==> config.mk <==
export PLATFORM = sky130hd
export DESIGN_NAME = ps2_kbd_decoder
export DESIGN_NICKNAME = d
export VERILOG_FILES = /design/src/rtl/ps2_kbd_decoder.sv
export SDC_FILE = /design/constraint.sdc
export NUM_CORES = 1
export LEC_CHECK = 0
export CORE_ASPECT_RATIO = 1.5
export CORE_MARGIN = 3
export CORE_UTILIZATION = 63
export CTS_CLUSTER_SIZE = 28
export DETAILED_ROUTE_END_ITERATION = 7
export GPL_TIMING_DRIVEN = 0
export PLACE_DENSITY = 0.87
export REMOVE_ABC_BUFFERS = 1
export SLEW_MARGIN = 20
export SYNTH_ARGS = -nofsm -noshare
export SYNTH_HDL_FRONTEND = slang
export SYNTH_SLANG_ARGS = --single-unit
export TNS_END_PERCENT = 50
==> constraint.sdc <==
create_clock -name clk -period 4.5 [get_ports clk]
set_input_delay 0.45 -clock clk [delete_from_list [all_inputs] [get_ports clk]]
set_output_delay 0.45 -clock clk [all_outputs]
set_load 0.01 [all_outputs]
==> src/rtl/ps2_kbd_decoder.sv <==
// PS/2 Set-2 keyboard decoder: turns received bytes into key events held in a small FWFT FIFO,
// and runs the ED/<leds> command handshake to update the keyboard LEDs.
module ps2_kbd_decoder #(
  parameter int FIFO_DEPTH  = 4,
  parameter int ACK_TIMEOUT = 1_000_000
) (
  input  logic       clk,
  input  logic       rst,
  input  logic [7:0] rx_data,
  input  logic       rx_ready,
  input  logic       tx_ready,
  output logic [7:0] tx_data,
  output logic       tx_req,
  input  logic [2:0] led_state,
  input  logic       led_update,
  output logic [7:0] key_code,
  output logic       key_ext,
  output logic       key_break,
  output logic       key_valid,
  input  logic       key_pop,
  output logic       overrun,
  output logic       cmd_busy,
  output logic       cmd_error
);

  localparam int AW = (FIFO_DEPTH > 1) ? $clog2(FIFO_DEPTH) : 1;
  localparam int TW = $clog2(ACK_TIMEOUT + 1);
  localparam logic [TW-1:0] TMO_LOAD = TW'(ACK_TIMEOUT - 1);
  localparam logic [AW:0]   FULL_CNT = (AW + 1)'(FIFO_DEPTH);

  localparam logic [7:0] B_E0 = 8'hE0;
  localparam logic [7:0] B_E1 = 8'hE1;
  localparam logic [7:0] B_F0 = 8'hF0;
  localparam logic [7:0] B_ED = 8'hED;
  localparam logic [7:0] B_FA = 8'hFA;
  localparam logic [7:0] B_FE = 8'hFE;

  typedef enum logic [2:0] {P_IDLE, P_E0, P_F0, P_E0F0, P_SKIP} parse_state_t;
  typedef enum logic [2:0] {
    C_IDLE, C_SEND_ED, C_WAIT_ACK1, C_WAIT_FA1, C_SEND_LED, C_WAIT_ACK2, C_WAIT_FA2
  } cmd_state_t;

  function automatic logic is_status(input logic [7:0] b);
    return (b == 8'h00) || (b == 8'hAA) || (b == 8'hEE) ||
           (b == 8'hFA) || (b == 8'hFE) || (b == 8'hFF);
  endfunction

  parse_state_t p_state_q;
  cmd_state_t   c_state_q;
  logic [2:0]   skip_q;
  logic         ev_vld_q;
  logic [9:0]   ev_q;

  // ACK/NAK bytes belong to the command FSM while it is waiting for them.
  logic cmd_wait_fa;
  logic cmd_take;
  logic par_vld;
  assign cmd_wait_fa = (c_state_q == C_WAIT_FA1) || (c_state_q == C_WAIT_FA2);
  assign cmd_take    = rx_ready && cmd_wait_fa && ((rx_data == B_FA) || (rx_data == B_FE));
  assign par_vld     = rx_ready && !cmd_take;

  always_ff @(posedge clk) begin
    if (rst) begin
      p_state_q <= P_IDLE;
      skip_q    <= 3'd0;
      ev_vld_q  <= 1'b0;
      ev_q      <= 10'd0;
    end else begin
      ev_vld_q <= 1'b0;
      if (par_vld) begin
        case (p_state_q)
          P_IDLE: begin
            if (rx_data == B_E0) begin
              p_state_q <= P_E0;
            end else if (rx_data == B_F0) begin
              p_state_q <= P_F0;
            end else if (rx_data == B_E1) begin
              skip_q    <= 3'd7;
              p_state_q <= P_SKIP;
            end else if (!is_status(rx_data)) begin
              ev_vld_q <= 1'b1;
              ev_q     <= {2'b00, rx_data};
            end
          end
          P_E0: begin
            if (rx_data == B_F0) begin
              p_state_q <= P_E0F0;
            end else if (is_status(rx_data)) begin
              p_state_q <= P_IDLE;
            end else if (rx_data != B_E0) begin
              ev_vld_q  <= 1'b1;
              ev_q      <= {2'b10, rx_data};
              p_state_q <= P_IDLE;
            end
          end
          P_F0: begin
            if (!is_status(rx_data)) begin
              ev_vld_q <= 1'b1;
              ev_q     <= {2'b01, rx_data};
            end
            p_state_q <= P_IDLE;
          end
          P_E0F0: begin
            if (!is_status(rx_data)) begin
              ev_vld_q <= 1'b1;
              ev_q     <= {2'b11, rx_data};
            end
            p_state_q <= P_IDLE;
          end
          P_SKIP: begin
            skip_q <= skip_q - 3'd1;
            if (skip_q <= 3'd1) begin
              skip_q    <= 3'd0;
              p_state_q <= P_IDLE;
            end
          end
          default: p_state_q <= P_IDLE;
        endcase
      end
    end
  end

  logic [9:0]    mem_q [FIFO_DEPTH];
  logic [AW-1:0] rd_ptr_q;
  logic [AW-1:0] wr_ptr_q;
  logic [AW:0]   count_q;
  logic          overrun_q;
  logic          fifo_full;
  logic          pop_en;
  logic          push_en;

  assign fifo_full = (count_q == FULL_CNT);
  assign pop_en    = key_pop && (count_q != '0);
  // A pop in the same cycle frees the slot, so a push into a full FIFO still lands.
  assign push_en   = ev_vld_q && (!fifo_full || pop_en);

  genvar gi;
  generate
    for (gi = 0; gi < FIFO_DEPTH; gi++) begin : g_mem
      always_ff @(posedge clk) begin
        if (rst) begin
          mem_q[gi] <= 10'd0;
        end else if (push_en && (wr_ptr_q == AW'(gi))) begin
          mem_q[gi] <= ev_q;
        end
      end
    end
  endgenerate

  always_ff @(posedge clk) begin
    if (rst) begin
      rd_ptr_q  <= '0;
      wr_ptr_q  <= '0;
      count_q   <= '0;
      overrun_q <= 1'b0;
    end else begin
      if (push_en) wr_ptr_q <= wr_ptr_q + 1'b1;
      if (pop_en)  rd_ptr_q <= rd_ptr_q + 1'b1;
      if (push_en && !pop_en)      count_q <= count_q + 1'b1;
      else if (!push_en && pop_en) count_q <= count_q - 1'b1;
      if (ev_vld_q && !push_en) overrun_q <= 1'b1;
    end
  end

  assign {key_ext, key_break, key_code} = mem_q[rd_ptr_q];
  assign key_valid = (count_q != '0);
  assign overrun   = overrun_q;

  logic [7:0]    tx_data_q;
  logic          tx_req_q;
  logic          cmd_error_q;
  logic [7:0]    led_byte_q;
  logic [TW-1:0] tmo_q;
  logic          pend_q;
  logic [2:0]    pend_val_q;

  always_ff @(posedge clk) begin
    if (rst) begin
      c_state_q   <= C_IDLE;
      tx_data_q   <= 8'h00;
      tx_req_q    <= 1'b0;
      cmd_error_q <= 1'b0;
      led_byte_q  <= 8'h00;
      tmo_q       <= '0;
      pend_q      <= 1'b0;
      pend_val_q  <= 3'b000;
    end else begin
      cmd_error_q <= 1'b0;
      if (led_update) begin
        pend_q     <= 1'b1;
        pend_val_q <= led_state;
      end
      case (c_state_q)
        C_IDLE: begin
          if (pend_q) begin
            if (!led_update) pend_q <= 1'b0;
            led_byte_q <= {5'b00000, pend_val_q};
            c_state_q  <= C_SEND_ED;
          end
        end
        C_SEND_ED: begin
          tx_data_q <= B_ED;
          tx_req_q  <= 1'b1;
          tmo_q     <= TMO_LOAD;
          c_state_q <= C_WAIT_ACK1;
        end
        C_SEND_LED: begin
          tx_data_q <= led_byte_q;
          tx_req_q  <= 1'b1;
          tmo_q     <= TMO_LOAD;
          c_state_q <= C_WAIT_ACK2;
        end
        C_WAIT_ACK1, C_WAIT_ACK2: begin
          if (tx_ready) begin
            tx_req_q  <= 1'b0;
            tmo_q     <= TMO_LOAD;
            c_state_q <= (c_state_q == C_WAIT_ACK1) ? C_WAIT_FA1 : C_WAIT_FA2;
          end else if (tmo_q == '0) begin
            tx_req_q    <= 1'b0;
            cmd_error_q <= 1'b1;
            c_state_q   <= C_IDLE;
          end else begin
            tmo_q <= tmo_q - 1'b1;
          end
        end
        C_WAIT_FA1, C_WAIT_FA2: begin
          if (rx_ready && (rx_data == B_FA)) begin
            c_state_q <= (c_state_q == C_WAIT_FA1) ? C_SEND_LED : C_IDLE;
          end else if ((rx_ready && (rx_data == B_FE)) || (tmo_q == '0)) begin
            tx_req_q    <= 1'b0;
            cmd_error_q <= 1'b1;
            c_state_q   <= C_IDLE;
          end else begin
            tmo_q <= tmo_q - 1'b1;
          end
        end
        default: c_state_q <= C_IDLE;
      endcase
    end
  end

  assign tx_data   = tx_data_q;
  assign tx_req    = tx_req_q;
  assign cmd_error = cmd_error_q;
  assign cmd_busy  = (c_state_q != C_IDLE);

endmodule

==> impl_summary.md <==
Clocking
The clock-pin slew of the registers on the worst-case setup and hold paths is 0.06 ns. The cts-stage hold buffer count is 0. The H-tree was split into 3 levels. The post-CTS setup-driven buffer insertion count is 0. TritonCTS built the clock tree. After clock tree synthesis, the repair step resized 0 gates. The clock latency on the worst-skew pair is about 0.35 ns.

No sink is reached through more buffers than the 2 on the longest clock path. CTS saw between 100 and 150 sinks. The CTS buffer count is 9. CTS placed an instance of sky130_fd_sc_hd__clkbuf_16 at the clock tree root.

Critical path
Of all nets on the critical path, the largest fanout is 17. STA classifies the critical path startpoint as a flop. The worst register-to-register path ends at tmo_q[14].

The class of the most critical setup path is flop to flop. The largest single stage delay on the critical path is between 0.8 and 0.9 ns. The largest individual stage delay along the critical path comes from the cell sky130_fd_sc_hd__a2111oi_0. The cell count of the worst reg-to-reg path is 6. The minimum setup slack among reg-to-reg paths is 1.47 ns. For the worst setup path, the data required time is between 4 and 5 ns.

The worst register-to-register path begins at c_state_q[0]. The data arrival time of the worst path is around 3.3 ns. The critical path goes through clkinv_1, a2111oi_0, o21a_1, a21o_2, nor2_2, a311oi_1.

The worst setup path is captured at a flop.

Timing
The final number of max-transition violations was 0. Dividing the final minimum period by the clock period gives 67.2%. In this run the tightest slew margin relative to its limit is about a third.

Timing would allow up to 331 MHz. The routed design could run at a clock period as short as about 3.0 ns. Across all hold checks on the routed design, the worst slack comes to between 0.4 and 0.5 ns. Setup violations remaining at the end of the flow were counted as 0. For the final database, setup skew stands at ~0.0065 ns. Setup repair after global routing left no endpoint under its margin. The pin slew with the least headroom to its limit is between 1 and 1.5 ns. The number of hold-slack violations in the final timing report is 0.

Synth
The post-synthesis instance total is between 500 and 600. The netlist area before placement is 5180 µm². The number of synthesis warnings is 0. Yosys mapped a number of flops with a built-in enable equal to 40.

Counting flops and latches in the post-synthesis netlist gives a little over 100. Dividing the synthesized area by the synthesized cell count gives 9.94 µm². In the synthesized netlist the dominant register cell turns out to be sky130_fd_sc_hd__dfxtp_1. For this run, asynchronously set or reset flops after synthesis account for 0%. The distinct cell type count of the synthesized netlist is 70.

Summing the sequential cell areas from Yosys gives between 40 and 50% of the chip area.

Floorplan
The row count is 39. After floorplanning, the core was sized to cover between 7000 and 8000 µm². The effective utilization at floorplan is 66.3%.

Measured along the y axis, the die boundary spans 117 µm. The chip width is around 80 µm. The area of the die is around 9400 µm².

During I/O placement, the number of pins put on the boundary was 40.

Route
The average wire per standard cell is about 17 µm. The count of unresolved DRC violations after routing is 0. The final layout contains routed wiring with a total length of about 11 mm. The post-detailed-route via-to-cell ratio is 6.36. The pre-antenna-repair detailed-routing pass consisted of 4 iterations. The detailed router finished its first iteration with between 200 and 300 violations. The routed layout has roughly 4,100 vias. In this run the remaining antenna-violating nets after routing total 0.

Power and ir drop
VDD sags by at most about 0.27 mV. Total power for the finished layout comes to 0.00239 W. Dividing total power by cell area gives a power density of approximately 400 nW/µm². The analysis attributes to cell leakage a power of 2.23 nW.

Final layout
The layout has 542 filler cells. The number of antenna diodes in the final layout is 0. Relative to the synthesized area, the layout overhead comes to 12.1%. The number of nets in the finished design is 560. The share of post-route cells with drive strength above 1 is 7.62%. The final standard cell utilization of the core is roughly three quarters.

Min path
The startpoint identified for the worst hold timing path is rst. The path category of the worst min-delay check is input pin to flop. The path with the worst hold slack has its endpoint at pend_val_q[0]. The worst hold path was traced through 2 stages.

Place
The sum of net half-perimeters after detailed placement is about 7.9 mm. In this run the tool buffered the top-level ports with 38 buffer cells. The routability-driven placement congestion ratio is approximately 0.87.

Flow run
The number of violations of the max-capacitance limit is 0.

GRT
The first-pass GRT wire length is about 18 mm. Across every metal layer, demand over resource in global routing totals about a quarter. The via count of the first global-routing pass is around 4,000. The largest net degree at the start of global routing is 44.

After global routing the overflow that remains totals 0. The initial antenna violation count is 0.

Run status
The flow ran to the end, and the final reports show no timing, DRC or antenna violations.
-- worst max path at each step --
stage	startpoint	end	slack, ns
finish	c_state_q[0]	tmo_q[14]	1.47
global route	c_state_q[0]	tmo_q[9]	1.18
CTS	c_state_q[0]	tmo_q[14]	1.52
detailed placement	rx_data[1]	tmo_q[14]	1.24
global placement	rst	mem_q[1][2]	-0.03
floorplan	rx_data[0]	ev_q[0]	1.64
-- cell families after synthesis --
kind of cell | count (synthesis) | share of synthesized area [%]
mux | 29 | 8.02
buf+inv | 56 | 4.86
xor+xnor | 6 | 1.01
other cells | 1 | 0.0724
flops | 103 | 47.5
fa+ha+maj | 11 | 2.75
simple gates | 216 | 22.2
compound gates | 99 | 13.5
-- flip-flops by register name, indices dropped and copies added, names as in the netlist, 3 cells and up, named ones only --
register / count
c_state_q: 3
count_q: 3
ev_q: 10
led_byte_q: 3
mem_q: 40
p_state_q: 3
pend_val_q: 3
skip_q: 3
tmo_q: 20
tx_data: 4
-- per-stage QoR --
| step | setup TNS, ns | cell area, µm² | cells | worst slack, ns |
|---|---|---|---|---|
| 2_1_floorplan | 0 | 4990 | 481 | 1.64 |
| 3_3_place_gp | -1.17 | 5500 | 621 | -0.0342 |
| 3_5_place_dp | 0 | 5540 | 624 | 1.24 |
| 4_1_cts | 0 | 5810 | 640 | 1.52 |
| 5_1_grt | 0 | 5810 | 640 | 1.18 |
| 6_report | 0 | 5810 | 640 | 1.47 |
-- where the power goes --
group	total (W)	switching (W)	internal, W
Combinational	0.000550	0.000275	0.000275
Sequential	0.00114	0.0000948	0.00105
Clock	0.000701	0.000329	0.000372
Total	0.00239	0.000699	0.00169
-- cell type report --
class,instances,area (µm²),area share (%)
multi-input combinational,362,2480,42.7
timing repair buffer,41,414,7.13
tap,102,128,2.20
clock inverter,6,37.5,0.646
inverter,16,60.1,1.03
clock buffer,10,229,3.94
sequential,103,2460,42.4
-- placed cells by master, fill, tap and decap left out, types with 8 or more instances in the layout --
| cell | n |
|---|---|
| sky130_fd_sc_hd__edfxtp_1 | 40 |
| sky130_fd_sc_hd__o21ai_1 | 9 |
| sky130_fd_sc_hd__a311oi_1 | 9 |
| sky130_fd_sc_hd__dfxtp_1 | 63 |
| sky130_fd_sc_hd__mux2i_1 | 19 |
| sky130_fd_sc_hd__ha_1 | 9 |
| sky130_fd_sc_hd__mux4_2 | 10 |
| sky130_fd_sc_hd__nor2_1 | 58 |
| sky130_fd_sc_hd__nand2b_1 | 8 |
| sky130_fd_sc_hd__nor4_1 | 10 |
| sky130_fd_sc_hd__clkdlybuf4s50_1 | 37 |
| sky130_fd_sc_hd__nor3_1 | 13 |
| sky130_fd_sc_hd__o21ai_0 | 11 |
| sky130_fd_sc_hd__inv_1 | 13 |
| sky130_fd_sc_hd__and3_1 | 44 |
| sky130_fd_sc_hd__a21oi_1 | 31 |
| sky130_fd_sc_hd__nand4_1 | 8 |
| sky130_fd_sc_hd__nand3_1 | 13 |
| sky130_fd_sc_hd__clkbuf_16 | 9 |
| sky130_fd_sc_hd__nand2_1 | 26 |
-- metal layers --
layer | share of wire [%] | up-vias | global-route usage (%)
met5 | 0 | - | 0
met4 | 3.6 | 0 | 14.5
met3 | 4.5 | 34 | 2.76
met2 | 55 | 146 | 46.5
met1 | 37 | 1933 | 28.1
li1 | - | 1956 | -
-- synth_stat cells (3+ instances only) --
master                     instances  area share (%)
sky130_fd_sc_hd__a211oi_1          4            0.58
sky130_fd_sc_hd__a21oi_1          32             3.1
sky130_fd_sc_hd__a311oi_1          9             1.5
sky130_fd_sc_hd__and2_1            5            0.60
sky130_fd_sc_hd__and3_1           44             5.3
sky130_fd_sc_hd__buf_1             3            0.22
sky130_fd_sc_hd__buf_2             6            0.58
sky130_fd_sc_hd__buf_4             5            0.72
sky130_fd_sc_hd__clkbuf_1         24             1.7
sky130_fd_sc_hd__dfxtp_1          63              24
sky130_fd_sc_hd__edfxtp_1         40              23
sky130_fd_sc_hd__ha_1              9             2.2
sky130_fd_sc_hd__inv_1            13            0.94
sky130_fd_sc_hd__mux2i_1          19             3.7
sky130_fd_sc_hd__mux4_2           10             4.3
sky130_fd_sc_hd__nand2_1          26             1.9
sky130_fd_sc_hd__nand2b_1          8            0.97
sky130_fd_sc_hd__nand3_1          13             1.3
sky130_fd_sc_hd__nand4_1           8            0.97
sky130_fd_sc_hd__nand4b_1          3            0.51
sky130_fd_sc_hd__nor2_1           58             4.2
sky130_fd_sc_hd__nor2b_1           5            0.60
sky130_fd_sc_hd__nor3_1           13             1.3
sky130_fd_sc_hd__nor3b_1           4            0.58
sky130_fd_sc_hd__nor4_1           10             1.2
sky130_fd_sc_hd__o21ai_0          11             1.1
sky130_fd_sc_hd__o21ai_1           9            0.87
sky130_fd_sc_hd__o31ai_1           5            0.72
sky130_fd_sc_hd__or3_1             5            0.60
sky130_fd_sc_hd__or4_1             4            0.58
sky130_fd_sc_hd__xor2_1            4            0.68
-- critical path: cells and delay by family (launching register included) --
kind / cells / cell delay (ns)
compound gates: 4 / 1.70
buf+inv: 1 / 0.38
flops: 1 / 0.67
simple gates: 1 / 0.16
Power figures use the tool's default switching activity.
